`src/rtl/uart_tx_arbiter_if.sv`:
```
// uart_tx_arbiter_if: requester slot inputs and framer handshake.
// master = requesters + framer side, slave = arbiter side.
interface uart_tx_arbiter_if #(
  parameter int NREQ = 4
);
  logic [NREQ-1:0]    req_valid;
  logic [8*NREQ-1:0]  req_addr;
  logic [8*NREQ-1:0]  req_buysell;
  logic [32*NREQ-1:0] req_timestamp;
  logic [NREQ-1:0]    req_ready;
  logic               tx_dv;
  logic [7:0]         tx_addr;
  logic [7:0]         tx_buysell;
  logic [31:0]        tx_timestamp;
  logic               tx_busy;

  modport master (
    output req_valid,
    output req_addr,
    output req_buysell,
    output req_timestamp,
    output tx_busy,
    input  req_ready,
    input  tx_dv,
    input  tx_addr,
    input  tx_buysell,
    input  tx_timestamp
  );

  modport slave (
    input  req_valid,
    input  req_addr,
    input  req_buysell,
    input  req_timestamp,
    input  tx_busy,
    output req_ready,
    output tx_dv,
    output tx_addr,
    output tx_buysell,
    output tx_timestamp
  );
endinterface

```
`src/rtl/uart_tx_arbiter.sv`:
```
// uart_tx_arbiter: round-robin share of one UART framer
// between NREQ decision sources, one holding slot each.
module uart_tx_arbiter #(
  parameter int NREQ    = 4,
  parameter int TIMEOUT = 8
) (
  input  logic             clk,
  input  logic             reset_n,
  uart_tx_arbiter_if.slave bus,
  output logic [2:0]       grant_id,
  output logic [15:0]      drop_cnt,
  output logic [15:0]      bad_cnt
);
  localparam int IW = $clog2(NREQ);
  localparam int TW = $clog2(TIMEOUT + 1);

  typedef enum logic [1:0] {
    IDLE,
    ISSUE,
    WAIT_BUSY,
    WAIT_DONE
  } state_t;

  state_t          state;
  logic [NREQ-1:0] full;
  logic [7:0]      addr_q [NREQ];
  logic [7:0]      code_q [NREQ];
  logic [31:0]     ts_q   [NREQ];
  logic [IW-1:0]   gid;
  logic [IW-1:0]   last_grant;
  logic [TW-1:0]   tcnt;

  logic [NREQ-1:0] cap_ev;
  logic [NREQ-1:0] drop_ev;
  logic [NREQ-1:0] bad_ev;
  logic [IW-1:0]   sel;
  logic [IW-1:0]   idx;
  logic            sel_ok;

  function automatic logic code_ok(input logic [7:0] c);
    return (c == 8'hF0) || (c == 8'h0F);
  endfunction

  function automatic logic [15:0] sat_add(
    input logic [15:0]     c,
    input logic [NREQ-1:0] ev
  );
    logic [16:0] s;
    s = {1'b0, c} + 17'($countones(ev));
    return s[16] ? 16'hFFFF : s[15:0];
  endfunction

  always_comb begin
    cap_ev  = '0;
    drop_ev = '0;
    bad_ev  = '0;
    for (int i = 0; i < NREQ; i++) begin
      if (bus.req_valid[i]) begin
        bad_ev[i]  = !code_ok(bus.req_buysell[8*i +: 8]);
        drop_ev[i] = full[i];
        cap_ev[i]  = !full[i] && !bad_ev[i];
      end
    end
  end

  // Walk downwards so the nearest slot after last_grant wins.
  always_comb begin
    sel    = '0;
    sel_ok = 1'b0;
    idx    = '0;
    for (int k = NREQ; k >= 1; k--) begin
      idx = IW'((int'(last_grant) + k) % NREQ);
      if (full[idx]) begin
        sel    = idx;
        sel_ok = 1'b1;
      end
    end
  end

  assign bus.req_ready = ~full;
  assign grant_id      = 3'(gid);

  always_ff @(posedge clk or negedge reset_n) begin
    if (!reset_n) begin
      state            <= IDLE;
      full             <= '0;
      gid              <= '0;
      last_grant       <= IW'(NREQ - 1);
      tcnt             <= '0;
      drop_cnt         <= '0;
      bad_cnt          <= '0;
      bus.tx_dv        <= 1'b0;
      bus.tx_addr      <= '0;
      bus.tx_buysell   <= '0;
      bus.tx_timestamp <= '0;
      for (int i = 0; i < NREQ; i++) begin
        addr_q[i] <= '0;
        code_q[i] <= '0;
        ts_q[i]   <= '0;
      end
    end else begin
      drop_cnt <= sat_add(drop_cnt, drop_ev);
      bad_cnt  <= sat_add(bad_cnt, bad_ev);
      for (int i = 0; i < NREQ; i++) begin
        if (cap_ev[i]) begin
          full[i]   <= 1'b1;
          addr_q[i] <= bus.req_addr[8*i +: 8];
          code_q[i] <= bus.req_buysell[8*i +: 8];
          ts_q[i]   <= bus.req_timestamp[32*i +: 32];
        end
      end
      unique case (state)
        IDLE: begin
          if (sel_ok && !bus.tx_busy) begin
            bus.tx_addr      <= addr_q[sel];
            bus.tx_buysell   <= code_q[sel];
            bus.tx_timestamp <= ts_q[sel];
            bus.tx_dv        <= 1'b1;
            gid              <= sel;
            state            <= ISSUE;
          end
        end
        ISSUE: begin
          bus.tx_dv <= 1'b0;
          tcnt      <= '0;
          state     <= WAIT_BUSY;
        end
        WAIT_BUSY: begin
          if (bus.tx_busy) begin
            state <= WAIT_DONE;
          end else begin
            tcnt <= tcnt + 1'b1;
            // Framer never answered: drop back and reissue the same slot.
            if (int'(tcnt) + 1 >= TIMEOUT) state <= IDLE;
          end
        end
        WAIT_DONE: begin
          if (!bus.tx_busy) begin
            full[gid]  <= 1'b0;
            last_grant <= gid;
            state      <= IDLE;
          end
        end
      endcase
    end
  end
endmodule

```
`src/flat_wrapper.sv`:
```
// flat-port wrapper written by rule: the top's interface ports become plain ports
module uart_tx_arbiter_flat 
#(
  parameter int NREQ    = 4,
  parameter int TIMEOUT = 8
)
  (clk, reset_n, grant_id, drop_cnt, bad_cnt, bus_req_valid, bus_req_addr, bus_req_buysell, bus_req_timestamp, bus_tx_busy, bus_req_ready, bus_tx_dv, bus_tx_addr, bus_tx_buysell, bus_tx_timestamp);
  uart_tx_arbiter_if #(.NREQ(NREQ)) bus_i ();
  input  logic clk;
  input  logic reset_n;
  output logic [2:0] grant_id;
  output logic [15:0] drop_cnt;
  output logic [15:0] bad_cnt;
  input wire logic [$bits(bus_i.req_valid)-1:0] bus_req_valid;
  input wire logic [$bits(bus_i.req_addr)-1:0] bus_req_addr;
  input wire logic [$bits(bus_i.req_buysell)-1:0] bus_req_buysell;
  input wire logic [$bits(bus_i.req_timestamp)-1:0] bus_req_timestamp;
  input wire logic [$bits(bus_i.tx_busy)-1:0] bus_tx_busy;
  output wire logic [$bits(bus_i.req_ready)-1:0] bus_req_ready;
  output wire logic [$bits(bus_i.tx_dv)-1:0] bus_tx_dv;
  output wire logic [$bits(bus_i.tx_addr)-1:0] bus_tx_addr;
  output wire logic [$bits(bus_i.tx_buysell)-1:0] bus_tx_buysell;
  output wire logic [$bits(bus_i.tx_timestamp)-1:0] bus_tx_timestamp;
  assign bus_i.req_valid = bus_req_valid;
  assign bus_i.req_addr = bus_req_addr;
  assign bus_i.req_buysell = bus_req_buysell;
  assign bus_i.req_timestamp = bus_req_timestamp;
  assign bus_i.tx_busy = bus_tx_busy;
  assign bus_req_ready = bus_i.req_ready;
  assign bus_tx_dv = bus_i.tx_dv;
  assign bus_tx_addr = bus_i.tx_addr;
  assign bus_tx_buysell = bus_i.tx_buysell;
  assign bus_tx_timestamp = bus_i.tx_timestamp;
  uart_tx_arbiter #(.NREQ(NREQ), .TIMEOUT(TIMEOUT)) u_core (.clk(clk), .reset_n(reset_n), .bus(bus_i), .grant_id(grant_id), .drop_cnt(drop_cnt), .bad_cnt(bad_cnt));
endmodule
```
`config.mk`:
```
export PLATFORM = sky130hd
export DESIGN_NAME = uart_tx_arbiter_flat
export DESIGN_NICKNAME = d
export VERILOG_FILES = /design/src/rtl/uart_tx_arbiter_if.sv /design/src/rtl/uart_tx_arbiter.sv /design/src/flat_wrapper.sv
export SDC_FILE = /design/constraint.sdc
export NUM_CORES = 1
export LEC_CHECK = 0
export CORE_ASPECT_RATIO = 1.1
export CORE_MARGIN = 10
export CORE_UTILIZATION = 40
export DETAILED_ROUTE_END_ITERATION = 8
export GPL_TIMING_DRIVEN = 1
export PLACE_DENSITY = 0.78
export SLEW_MARGIN = 15
export SYNTH_ARGS = -nofsm -noshare
export SYNTH_HDL_FRONTEND = slang
export SYNTH_SLANG_ARGS = --single-unit
export TNS_END_PERCENT = 1
```
`constraint.sdc`:
```
create_clock -name clk -period 2.4 [get_ports clk]
set_input_delay 0.6 -clock clk [delete_from_list [all_inputs] [get_ports clk]]
set_output_delay 0.6 -clock clk [all_outputs]
set_load 0.005 [all_outputs]
```
==> flow_summary.yaml <==
status:
  status: "complete, but fails checks"
  violations: "negative setup slack"
worst_hold_path:
  holdPathEnd: "u_core.code_q[23]$_DFFE_PN0P_"
  min_path_cells: 3
  hp-class: "in -> reg"
  min_from: "bus_req_buysell[15]"
detailed_routing:
  wire_per_inst_um: 21.1
  drt_iter0_markers: 448
  drtPass1Iterations: 5
  via_per_inst: 5.25
  ant_nets: 0
  num_vias: 9222
  drc: 0
  routed_wl_um: 37100
placed_design:
  place.gp.congestion: 0.804
  io_buffers: 285
  dp_hpwl_um: 26300
sta:
  relSlewSlack: 0.659
  fin_crit_sh: 1.18
  drv_slew: 0
  rsz0062_at_grt: "yes"
  fmax_ghz: 0.352
  worst_slack_ps: -440
  finalSetupViolations: 21
  worst_pin_slew_ps: 512
  fin_hold_ws_ps: 417
  clock_skew_ps: 7.87
  min_period_ps: 2840
  finalHoldViolations: 0
layout:
  area_growth_pct: 39.8
  finish.utilization: 0.569
  drive_above_1_share: 0.290
  most-common-layout-cells: "dfrtp_1, clkdlybuf4s50_1, mux2_2"
  nets: 1523
  final_common_cell: "dfrtp_1"
floorplanning:
  rows: 68
  fp.dieW_um: 191
  die_h_um: 208
  ios: 287
  design.core.area_um2: 31500
  die-area_um2: 39600
  initial_core_util: 0.407
global_route:
  grt-ovfl-total: 0
  antenna_found_initial: 4
  grt_pass1_wl_um: 58000
  track_usage: 0.182
  grt_pass1_vias: 10100
  grt_max_degree: 58
logic_synthesis:
  ys_seq_elements: 287
  netlist_instances: 966
  syn-cell-area_um2: 12800
  seq_area_frac_synth: 0.561
  synth_nets: 1181
  ys_types: 49
  synth_edf_count: 0
  synthFlopType: "dfrtp_1"
  ys_warn_count: 0
  avgSynthCellArea_um2: 13.3
  async_flop_share: 1.00
power_and_ir_drop:
  clockPowerShare: 0.298
  vdd_drop_max_mv: 1.05
  power.share.switching: 0.313
  p_int_mw: 11.0
  pwr-share-seq: 0.376
  power_density_nw_per_um2: 897
  p_switching_mw: 5.03
  cellLeakagePower_nw: 8.70
  power_frac_comb: 0.326
critical_path:
  path_max_fanout: 4
  cpMaxStageDelayCell: "or4_4"
  worst-path-buf-inv: 2
  r2r_cells: 12
  path_class: "in -> reg"
  r2r_start: "u_core.full[2]$_DFF_PN0_"
  r2r_end: "u_core.drop_cnt[15]$_DFF_PN0_"
  endpoint_kind: "flop"
  start_kind: "input pin"
  slowest_delay_ps: 540
  rrSetupSlack_ps: -50
  path_delay_family: "adder cells"
  crit_chain: "buf_6 > or4_4 > nor2_4 > nor3b_2 > ha_2 > fa_2 > ha_4 > fa_2 > and4_4 > nand3_4 > buf_6 > xor2_2 > nand2_1"
  arrival_ps: 3280
  cp.required_ps: 2840
clock_network:
  htree_levels: 1
  cts_made_buffers: 30
  clock_path_buffers: 3
  cts_tree: "done"
  clk_pin_slew_ps: 60
  clock_latency_ps: 550
  cts-root-buf: "clkbuf_16"
  numClockSinks: 287
flow_run:
  maxCapViolations: 0
==> registers in the layout, summed over array words and instances (netlist names), 4 cells and up <==
name,count
u_core.bus.tx_addr,8
u_core.bus.tx_buysell,8
u_core.ts_q,128
u_core.addr_q,32
u_core.full,4
u_core.drop_cnt,16
u_core.bus.tx_timestamp,32
u_core.code_q,32
u_core.bad_cnt,16
u_core.tcnt,4
==> metrics by stage <==
stage	setup TNS [ps]	instance area, um^2	cells	worst slack [ps]	power (mW)
2_1_floorplan	-15550	12900	966	-841	8.82
3_3_place_gp	-96010	16800	1692	-1440	11.2
3_5_place_dp	-100290	16800	1692	-1440	11.3
4_1_cts	-4560	17800	1750	-421	16.2
5_1_grt	-7040	17900	1756	-498	16.8
6_report	-5280	17900	1756	-440	16.1
==> cell type report <==
type | count | area [um^2]
fillers | 2496 | 13600
multi-input cells | 600 | 5470
flip-flops and latches | 287 | 7180
inverters | 27 | 101
well taps | 420 | 526
repair buffers | 362 | 3590
clock inverters | 15 | 168
clock buffers | 41 | 863
diodes | 4 | 10.0
==> cells in the mapped netlist, drive strengths merged, types with 6 or more instances <==
library cell / n / area share
dfrtp: 285 / 0.56
mux2: 178 / 0.17
mux2i: 98 / 0.077
nand2: 90 / 0.026
o221ai: 48 / 0.033
buf: 35 / 0.018
inv: 26 / 0.0076
nor2: 25 / 0.0073
a21o: 17 / 0.010
clkbuf: 17 / 0.0050
o21ai: 14 / 0.0055
nand4: 13 / 0.0063
nand3: 12 / 0.0047
xor2: 12 / 0.0082
ha: 10 / 0.0098
nand2b: 9 / 0.0056
or4: 8 / 0.0047
a21oi: 7 / 0.0027
fa: 6 / 0.0094
xnor2: 6 / 0.0041
==> power groups by stage <==
| stage | Combinational [mW] | Sequential (mW) | Clock (mW) |
|---|---|---|---|
| final | 5.24 | 6.04 | 4.79 |
| after global routing | 5.63 | 6.11 | 5.10 |
| after CTS | 5.30 | 6.03 | 4.91 |
| after detailed placement | 5.22 | 6.10 | 0 |
| after global placement | 5.12 | 6.07 | 0 |
| after floorplan | 2.82 | 6.00 | 0 |
==> tightest hold or removal path, delay by kind of cell <==
kind / cells / cell delay (ps)
buffers and inverters: 2 / 210
muxes: 1 / 130
==> metal layers <==
layer,vias up,GRT usage,share of wire
li1,4168,-,-
met1,4721,0.216,0.40
met2,277,0.324,0.52
met3,56,0.0338,0.058
met4,0,0.0555,0.024
met5,-,0,0
==> kinds of logic (layout without fill, tap and decap cells) <==
group                    Yosys count  in the layout  share of synthesized area
buffers and inverters             79            445                     0.0312
flip-flops                       287            287                      0.561
multiplexers                     276            276                      0.245
AO/OA/AOI/OAI                    106            106                     0.0631
adder cells (fa/ha/maj)           16             16                     0.0191
other                              1              5                   0.000293
AND/OR/NAND/NOR                  183            183                     0.0686
XOR/XNOR                          18             18                     0.0123
==> what timing repair did <==
| action | 4_1_cts | 5_1_grt |
|---|---|---|
| resized for setup | 156 | 17 |
| pin swaps | 35 | 26 |
| endpoints found under the hold margin | 14 | 0 |
| buffers inserted | 1 | 2 |
| hold buffers | 1 | 0 |
| endpoints found under the setup margin | 35 | 31 |
==> worst max path at each step <==
stage / from / to / slack, ps / cells past startpoint
6_report: bus_req_buysell[11] / u_core.bad_cnt[13]$_DFF_PN0_ / -440 / 13
5_1_grt: bus_req_buysell[11] / u_core.bad_cnt[9]$_DFF_PN0_ / -500 / 13
4_1_cts: bus_req_buysell[30] / u_core.bad_cnt[15]$_DFF_PN0_ / -420 / 14
3_5_place_dp: bus_req_buysell[15] / u_core.bad_cnt[9]$_DFF_PN0_ / -1440 / 13
3_3_place_gp: bus_req_buysell[15] / u_core.bad_cnt[15]$_DFF_PN0_ / -1440 / 14
2_1_floorplan: bus_req_buysell[17] / u_core.bad_cnt[15]$_DFF_PN0_ / -840 / 11
No activity file was read; power rests on OpenSTA's default activity.
